`src/rtl/alu_iter_mul.sv`:
```
// ---------------------------------------------------------------------------
// alu_iter_mul
//   Iterative unsigned multiplier that borrows an external ALU for all of its
//   arithmetic. One ALU operation is issued per cycle: an add accumulates
//   the (possibly zero) shifted multiplicand, then a logical right shift
//   consumes one multiplier bit. The result is the low WIDTH bits of a*b.
//
//   Optional feature macro: MUL_EARLY_EXIT_EN
//     defined   - stop as soon as the shifted multiplier reaches zero
//                 (ALU zero flag during SHIFT), or after WIDTH steps.
//     undefined - always run WIDTH add/shift steps (fixed latency 2*WIDTH+1).
//
//   Ports
//     clk      in   rising-edge clock
//     rst      in   synchronous, active-high reset
//     start    in   request, sampled only in IDLE
//     a, b     in   multiplicand / multiplier, latched when start is accepted
//     busy     out  high while an operation is in flight (ADD/SHIFT/DONE)
//     done     out  one-cycle pulse; product valid from this cycle
//     product  out  low WIDTH bits of a*b, held until the next result
//     alu_a    out  ALU operand A
//     alu_b    out  ALU operand B
//     alu_op   out  ALU operation code
//     alu_res  in   ALU result (combinational, same cycle)
//     alu_zero in   ALU zero flag (combinational, same cycle)
// ---------------------------------------------------------------------------
module alu_iter_mul #(
  parameter int         WIDTH   = 32,
  parameter logic [2:0] OP_ADD  = 3'b010,
  parameter logic [2:0] OP_SRL  = 3'b101,
  parameter logic [2:0] OP_IDLE = 3'b000
) (
  input  logic             clk,
  input  logic             rst,
  input  logic             start,
  input  logic [WIDTH-1:0] a,
  input  logic [WIDTH-1:0] b,
  output logic             busy,
  output logic             done,
  output logic [WIDTH-1:0] product,
  output logic [WIDTH-1:0] alu_a,
  output logic [WIDTH-1:0] alu_b,
  output logic [2:0]       alu_op,
  input  logic [WIDTH-1:0] alu_res,
  input  logic             alu_zero
);

  localparam int CW = (WIDTH > 1) ? $clog2(WIDTH) : 1;

  typedef enum logic [1:0] {
    S_IDLE  = 2'd0,
    S_ADD   = 2'd1,
    S_SHIFT = 2'd2,
    S_DONE  = 2'd3
  } state_t;

  state_t           r_state;
  state_t           w_state_next;
  logic [WIDTH-1:0] r_mcand;
  logic [WIDTH-1:0] r_mplier;
  logic [WIDTH-1:0] r_acc;
  logic [WIDTH-1:0] r_product;
  logic [CW-1:0]    r_cnt;

  logic             w_last;
  logic             w_term;

  assign w_last = (r_cnt == CW'(WIDTH - 1));

`ifdef MUL_EARLY_EXIT_EN
  // In SHIFT the ALU result is the remaining multiplier; once it is zero no
  // further add can change the accumulator.
  assign w_term = w_last | alu_zero;
`else
  logic w_unused_zero;
  assign w_unused_zero = alu_zero;
  assign w_term        = w_last;
`endif

  assign busy    = (r_state != S_IDLE);
  assign done    = (r_state == S_DONE);
  assign product = r_product;

  // ALU drive and next state. ALU operands depend only on registered state
  // so there is no loop through the external combinational ALU.
  always_comb begin
    w_state_next = r_state;
    alu_a        = '0;
    alu_b        = '0;
    alu_op       = OP_IDLE;
    case (r_state)
      S_IDLE: begin
        if (start) begin
          w_state_next = S_ADD;
        end
      end
      S_ADD: begin
        alu_a        = r_acc;
        alu_b        = r_mplier[0] ? r_mcand : '0;
        alu_op       = OP_ADD;
        w_state_next = S_SHIFT;
      end
      S_SHIFT: begin
        alu_a        = r_mplier;
        alu_b        = WIDTH'(1);
        alu_op       = OP_SRL;
        w_state_next = w_term ? S_DONE : S_ADD;
      end
      S_DONE: begin
        w_state_next = S_IDLE;
      end
      default: begin
        w_state_next = S_IDLE;
      end
    endcase
  end

  always_ff @(posedge clk) begin
    if (rst) begin
      r_state   <= S_IDLE;
      r_mcand   <= '0;
      r_mplier  <= '0;
      r_acc     <= '0;
      r_product <= '0;
      r_cnt     <= '0;
    end else begin
      r_state <= w_state_next;
      case (r_state)
        S_IDLE: begin
          if (start) begin
            r_mcand  <= a;
            r_mplier <= b;
            r_acc    <= '0;
            r_cnt    <= '0;
          end
        end
        S_ADD: begin
          r_acc <= alu_res;
        end
        S_SHIFT: begin
          r_mplier <= alu_res;
          // Multiplicand doubling is internal wiring; its MSB falls off.
          r_mcand  <= r_mcand << 1;
          if (w_term) begin
            r_product <= r_acc;
          end else begin
            r_cnt <= r_cnt + CW'(1);
          end
        end
        default: begin
        end
      endcase
    end
  end

endmodule

```
`config.mk`:
```
export PLATFORM = sky130hd
export DESIGN_NAME = alu_iter_mul
export DESIGN_NICKNAME = d
export VERILOG_FILES = /design/src/rtl/alu_iter_mul.sv
export SDC_FILE = /design/constraint.sdc
export NUM_CORES = 1
export LEC_CHECK = 0
export ABC_AREA = 1
export CAP_MARGIN = 20
export CELL_PAD_IN_SITES_DETAIL_PLACEMENT = 0
export CELL_PAD_IN_SITES_GLOBAL_PLACEMENT = 2
export CORE_MARGIN = 5
export CORE_UTILIZATION = 27
export DETAILED_ROUTE_END_ITERATION = 10
export PLACE_DENSITY_LB_ADDON = 0.08
export SETUP_SLACK_MARGIN = 0.5
export SLEW_MARGIN = 20
export SYNTH_ARGS = -nofsm -noshare
export SYNTH_HDL_FRONTEND = slang
export SYNTH_SLANG_ARGS = --single-unit
```
`constraint.sdc`:
```
create_clock -name clk -period 5.6 [get_ports clk]
set_input_delay 1.68 -clock clk [delete_from_list [all_inputs] [get_ports clk]]
set_output_delay 1.68 -clock clk [all_outputs]
set_load 0.02 [all_outputs]
```
# Word-level counts from Yosys, hierarchy flattened
# Index checks and enable logic that the tools add are counted.
[word_totals] wordCells=37 in_bits=100 reg_bits=135
[classes] n_eq_ne=6 add_sub_neg=1 reduce_logical=8 n_mux=16
[op_table] cell="case mux 32 bit (2 select lines)" count=5
[op_table] cell="2-to-1 mux 32 bit" count=4
[op_table] cell="2-to-1 mux 5 bit" count=2
[op_table] cell="case mux 5 bit (2 select lines)" count=1
[op_table] cell="case mux 2 bit (4 select lines)" count=1
[op_table] cell="case mux 3 bit (2 select lines)" count=1
[op_table] cell="AND reduction 2 bit" count=3
[op_table] cell="nonzero test 2 bit" count=3
[op_table] cell="adder 5 x 1 -> 5 bit, second input constant" count=1
[op_table] cell="equality test 5 bit, second input constant" count=1
[op_table] cell="equality test 2 bit, second input constant" count=2
[op_table] cell="2-to-1 mux 2 bit" count=2
[op_table] cell="!= test 2 bit, second input constant" count=2
[op_table] cell="AND reduction 3 bit" count=1
[op_table] cell="equality test 2 x 1 -> 1 bit, second input constant" count=1
[op_table] cell="zero test 2 bit" count=1

# Longest topological paths before layout
# Gate-level depths: netlist (run 1).
[logic_depth] ltp_word=3 depth_mapped=10

# Worst setup path after synthesis (run 1)
# OpenSTA, ideal clock, no wires.
[synth_timing] kind="register -> output" from="reg r_state[0]" to="out alu_a[0]" n_path_buf=2 arrival_time_ns=1.777 path_slack_ns=2.143 stages_incl_launch_ff=7 cell_sequence="dfxtp_1 > inv_1 > ha_1 > buf_2 > clkbuf_1 > nand2_1 > o21ai_0"
[synth_via] elab_chain_cells=2 elab_cells_between_ends=3 cone_classes="2 x eq/ne; 1 x mux"
[synth_lines] item="start: declaration" line_no="57" rtl="state_t r_state;"
[synth_lines] item="start signal: assignment" line_no="127" rtl="r_state <= w_state_next;"
[synth_lines] item="equality test 2 bit / equality test 2 x 1 -> 1 bit (equally long branches)" line_no="91" rtl="case (r_state)"
[synth_lines] item="case mux 32 bit (2 select lines) (*)" line_no="91"
[synth_lines] item="end: declaration" line_no="41" rtl="output logic [WIDTH-1:0] alu_a,"
# Mark *: on every way between the ends. The rest lies on a longest branch, timed or not.

# Worst setup path in the final report (run 1)
[layout_timing] from="reg r_state[0]" to="out alu_a[1]"
# The elaborated chain is that of the path after synthesis.

==> out/qor.txt, run 1 <==
status - finished, final reports clean
top cell type's share of synthesized area - 0.4244
Critical Path RT - 3920 ps
Port Buffers - 199
setup TNS - 0 ps
clk slew on worst S/H paths - 60 ps
WL/cell - 17.19 µm
Max stage delay on crit path - 610 ps
Area growth syn-to-layout - 43.69%
count leader, synth - nand2_1
Layout Cells excl Fill - 1372
max cap viols - 0
Die ar. - 26760 µm²
Area contributors post-synth - dfxtp_1 (42%), nand2_1 (14%), nand3_1 (13%)
leading area contributor after synthesis - dfxtp_1
CTS Root Cell - clkbuf_16
Async SR Flop Fraction - 0
Worst Skew - 9.723 ps
htree depth - 4
Hold Fails Final Rpt - 0
pin count of the biggest net entering global routing - 69
area of the mapped netlist - 6369 µm²
Overall Global Routing Usage - 0.1743
Post-Synthesis Cells - 885
fin crit share - 0.8290
post-CTS setup buffer count - 0
register area share after synthesis - 0.4244
total CTS buffers - 17
I/O Pins - 201
Post-synth EDFFs - 0
crit path max fanout - 50
critical path launch point type - register
area of placed instances - 8526 µm²
slowest CP cell - clkdlybuf4s50_1
Final setup viols - 0
Die Span Y - 163.6 µm
synth unique cells - 17
Antenna diodes - 0
synthesized area per cell - 7.196 µm²
initial antenna violation count - 2
P_leak - 0.003889 µW
routed wire length - 23590 µm
clk_lat worst skew - 420 ps
die width - 163.6 µm
post-synthesis register bit count - 135
Cell Chain, Critical Path - inv_1, ha_2, buf_4, nand3_1, nand2_1, clkdlybuf4s50_1
CP bufs+invs - 3
hold buffer count at cts - 0
Placed Cells - 1341
row count - 56
DP HPWL - 14910 µm
clk sinks - 135
Max Buffers Root-to-Sink - 2
Util after Layout - 0.3922
CTS tree - built
DRT iter0 DRCs - 269
core area - 23330 µm²
post-route ant nets - 0
first-pass GRT wire length - 36770 µm
worst min path class - reg -> reg
Least-Margin Pin Slew - 890.2 ps
min cycle time layout - 4642 ps
Arr. time, crit path - 2960 ps
Resize count post-CTS - 0
fraction of layout cells with a size suffix above 1 - 0.05318
Vias - 6453
Final Net Count - 1148
DRC Markers - 0
RSZ-0062 raised after global routing - false
Power Density - 323.9 nW/µm²
vias per cell - 4.703
vias in the first global route - 6441
design area - 9151 µm²
grt total ovfl - 0
Slew Viols, Final - 0
Synthesized Nets - 992
FMAX - 0.2154 GHz
kind of critical path - reg -> out
Slew HR - 0.4065
CP delay by family, top - buffers and inverters
Initial Utilization - 0.2730
ys flop type - dfxtp_1
Routability Congestion - 0.7143
Critical Path End Type - primary output
TritonRoute pass-1 iters - 4
Post-synth top cells - nand2_1 (240), nand3_1 (160), dfxtp_1 (135)
Synth Warn # - 0
Worst VDD drop - 166.7 µV
layout by cell type (no fill, tap or decap), drive strengths merged, types with 18 or more instances in the layout:
master         synthesis  final
nand2                243    243
clkdlybuf4s50          0    198
nand3                160    160
dfxtp                135    135
nor2                 107    107
o211a                 62     62
a21oi                 39     39
o21ai                 36     36
buf                   39     18
sequential cells by signal, indices dropped and copies added, names as in the netlist:
signal    count
product      32
r_acc        32
r_mcand      32
r_mplier     32
r_cnt         5
r_state       2
power breakdown:
part	internal [µW]	total, µW	switching [µW]
clock	748	1210	458
combinational	234	627	393
sequential	1060	1130	69.7
total	2040	2960	921
worst paths after layout:
check | endpoint | slack, ps | from | cells after the start
max | alu_a[1] | 960 | r_state[0] | 6
min | r_cnt[4] | 480 | r_cnt[4] | 2
max reg2reg | r_cnt[3] | 2890 | r_state[0] | 9
min reg2reg | r_cnt[4] | 480 | r_cnt[4] | 2
cells by family after synthesis:
logic type | Yosys count | synth area share
AOI/OAI and AO/OA | 138 | 0.1576
buffers and inverters | 94 | 0.07014
adders and majority gates | 7 | 0.01375
DFF | 135 | 0.4244
and+or+nand+nor | 511 | 0.3342
stage by stage:
step / power [µW] / worst slack (ps) / hold WS (ps)
floorplan: 1549 / 2143 / 449.7
global placement: 1788 / 1344 / 461.7
detailed placement: 1789 / 1354 / 464.6
CTS: 3010 / 893.6 / 473.8
global route: 3130 / 709.7 / 483.2
finish: 2964 / 957.7 / 476.0
tightest hold or removal path, stage by stage (launching register included):
cell and delay (ps):
dfxtp_1 310, nand2_1 60, a21oi_1 60
per-layer routing:
layer  vias to the layer above  wire, µm  track usage
li1                       3282         -            -
met1                      2995     10520       0.2229
met2                       156     11090       0.2853
met3                        16      1767      0.05955
met4                         4       187      0.03889
met5                         -        19            0
area by class of cell:
type,instances,area [µm²]
inverters,15,57.56
multi-input cells,656,3239
flip-flops and latches,135,2703
fillers,2508,14180
clock inverters,14,200.2
well taps,319,399.1
repair buffers,216,2127
clock buffers,17,425.4
(Power assumes the default switching activity.)
==> run 2: changes to the inputs <==
--- a/config.mk
+++ b/config.mk
@@ -10,7 +10,7 @@
 export CELL_PAD_IN_SITES_DETAIL_PLACEMENT = 0
 export CELL_PAD_IN_SITES_GLOBAL_PLACEMENT = 2
 export CORE_MARGIN = 5
-export CORE_UTILIZATION = 27
+export CORE_UTILIZATION = 23
 export DETAILED_ROUTE_END_ITERATION = 10
 export PLACE_DENSITY_LB_ADDON = 0.08
 export SETUP_SLACK_MARGIN = 0.5
==> constraint.sdc (replaced) <==
create_clock -name clk -period 4.11 [get_ports clk]
set_input_delay 1.233 -clock clk [delete_from_list [all_inputs] [get_ports clk]]
set_output_delay 1.233 -clock clk [all_outputs]
set_load 0.02 [all_outputs]
==> run 2 against run 1 <==
  * Clock power is 29% higher
  * Flip-flop and latch count is the same
  * Critical path depth unchanged
  * Utilization decreased by 5.2 points
  * Die area up 16%
  * Register-to-register slack worse by 1100 ps
  * Largest power group unchanged
  * Global-route usage fell by 0.69 points
  * First-iteration DRC count rose by 3.7%
  * Non-clock buffer count increased by 11
==> out/qor.txt, run 2 (synthesis gave the netlist of run 1 again) <==
htree depth - 4 (unchanged)
Die ar. - 31120 µm² (was 26760 µm²)
clk sinks - 135 (unchanged)
row count - 61 (was 56)
Power Density - 432.6 nW/µm² (was 323.9 nW/µm²)
clk slew on worst S/H paths - 70 ps (was 60 ps)
Die Span Y - 176.4 µm (was 163.6 µm)
CTS tree - built (unchanged)
setup TNS - 0 ps (unchanged)
first-pass GRT wire length - 40630 µm (was 36770 µm)
FMAX - 0.2873 GHz
Port Buffers - 199 (unchanged)
Final Net Count - 1159 (was 1148)
DRT iter0 DRCs - 279 (was 269)
max cap viols - 0 (unchanged)
Reg power frac - 0.381 (was 0.382)
DRC Markers - 0 (unchanged)
Switch Pwr - 1363 µW (was 920.7 µW)
DP HPWL - 16840 µm (was 14910 µm)
Critical Path End Type - primary output (unchanged)
Vias - 6515 (was 6453)
Worst Skew - 11.20 ps (was 9.723 ps)
WL/cell - 18.17 µm (was 17.19 µm)
Slew HR - 0.5354 (was 0.4065)
Max Buffers Root-to-Sink - 2 (unchanged)
Hold Fails Final Rpt - 0 (unchanged)
crit path max fanout - 32 (was 50)
grt total ovfl - 0 (unchanged)
Overall Global Routing Usage - 0.1674 (was 0.1743)
post-route ant nets - 0 (unchanged)
P_leak - 0.004493 µW (was 0.003889 µW)
commonest non-fill, non-tap cells in the layout - nand2_1 (240), nand3_1 (160), clkdlybuf4s50_1 (134), dfxtp_1 (134), nor2_1 (107) (was nand2_1 (240), clkdlybuf4s50_1 (198), nand3_1 (160))
die width - 176.4 µm (was 163.6 µm)
pin count of the biggest net entering global routing - 53 (was 69)
cell-internal power - 2688 µW (was 2043 µW)
core area - 27550 µm² (was 23330 µm²)
kind of critical path - reg -> out (unchanged)
TritonRoute pass-1 iters - 5 (was 4)
Clock Power Share - 0.385 (was 0.407)
Initial Utilization - 0.2311 (was 0.2730)
Least-Margin Pin Slew - 695.8 ps (was 890.2 ps)
critical path launch point type - register (unchanged)
Critical Path RT - 2880 ps (was 3920 ps)
most common cell after layout, fill and taps aside - nand2_1 (unchanged)
routed wire length - 26230 µm (was 23590 µm)
RSZ-0062 raised after global routing - false (unchanged)
I/O Pins - 201 (unchanged)
hold buffer count at cts - 0 (unchanged)
Area growth syn-to-layout - 47.03% (was 43.69%)
worst min path class - reg -> reg (unchanged)
Final setup viols - 0 (unchanged)
status - finished, final reports clean (unchanged)
area of placed instances - 8671 µm² (was 8526 µm²)
Slew Viols, Final - 0 (unchanged)
vias in the first global route - 6840 (was 6441)
min cycle time layout - 3481 ps
initial antenna violation count - 0 (was 2)
CTS Root Cell - clkbuf_16 (unchanged)
clk_lat worst skew - 430 ps (was 420 ps)
total CTS buffers - 17 (unchanged)
vias per cell - 4.512 (was 4.703)
Layout fillers - 3037 (was 2508)
Arr. time, crit path - 2250 ps (was 2960 ps)
Worst VDD drop - 233.4 µV (was 166.7 µV)
fin crit share - 0.8469
Design Power - 4051 µW (was 2964 µW)
Util after Layout - 0.3399 (was 0.3922)
Comb pwr share - 0.234 (was 0.211)
sw frac - 0.3365 (was 0.3106)
fraction of layout cells with a size suffix above 1 - 0.06479 (was 0.05318)
design area - 9364 µm² (was 9151 µm²)
Routability Congestion - 0.7039 (was 0.7143)
-- run 2: routing by layer --
metal  vias to the layer above  global-route usage  wire [µm]
li1                       3306                   -          -
met1                      3044              0.2229      12510
met2                       148              0.2742      12080
met3                        17             0.04283       1355
met4                         0             0.03836        288
met5                         -                   0          0
-- run 2: area by class of cell --
type,count,area [µm²],area share
Inverter,15,56.30,0.006013
Tap cell,378,473.0,0.05051
Clock buffer,17,425.4,0.04543
Antenna cell,1,2.502,0.0002672
Clock inverter,15,161.4,0.01724
Sequential cell,135,2704,0.2887
Timing Repair Buffer,227,2292,0.2448
Multi-Input combinational cell,656,3249,0.3470
-- run 2: timing repair --
item,4_1_cts,5_1_grt
pin swaps,0,1
setup buffers,2,5
resized for setup,52,17
gates cloned,1,0
endpoints found under the setup margin,64,16
-- run 2: metrics by stage --
| stage | instances | hold WS (ps) | setup WS (ps) |
|---|---|---|---|
| 3_5_place_dp | 1403 | 468.7 | 630.8 |
| 6_report | 1444 | 479.4 | 629.2 |
| 2_1_floorplan | 885 | 449.7 | 1100 |
| 4_1_cts | 1438 | 478.3 | 451.4 |
| 3_3_place_gp | 1403 | 458.9 | 633.7 |
| 5_1_grt | 1443 | 512.2 | 503.7 |
-- run 2: final timing paths --
| kind | from | endpoint | slack (ps) | cells after the start |
|---|---|---|---|---|
| min | r_cnt[4] | r_cnt[4] | 480 | 2 |
| max | r_state[0] | alu_b[0] | 630 | 6 |
| min reg2reg | r_cnt[4] | r_cnt[4] | 480 | 2 |
| max reg2reg | r_state[0] | r_mcand[23] | 1770 | 8 |
-- run 2: worst max-delay path: stages (launching register included) --
cell and delay [ps]:
dfxtp_1 410, inv_1 150, ha_4 360, nand2_1 60
buf_4 240, o21ai_0 210, dlygate4sd2_1 390
-- run 2: power groups by stage --
stage | Sequential (µW) | Combinational [µW] | Clock, µW
floorplan | 1540 | 573 | 0
global placement | 1570 | 918 | 0
detailed placement | 1570 | 915 | 0
CTS | 1540 | 968 | 1610
global route | 1560 | 1050 | 1660
finish | 1540 | 949 | 1560
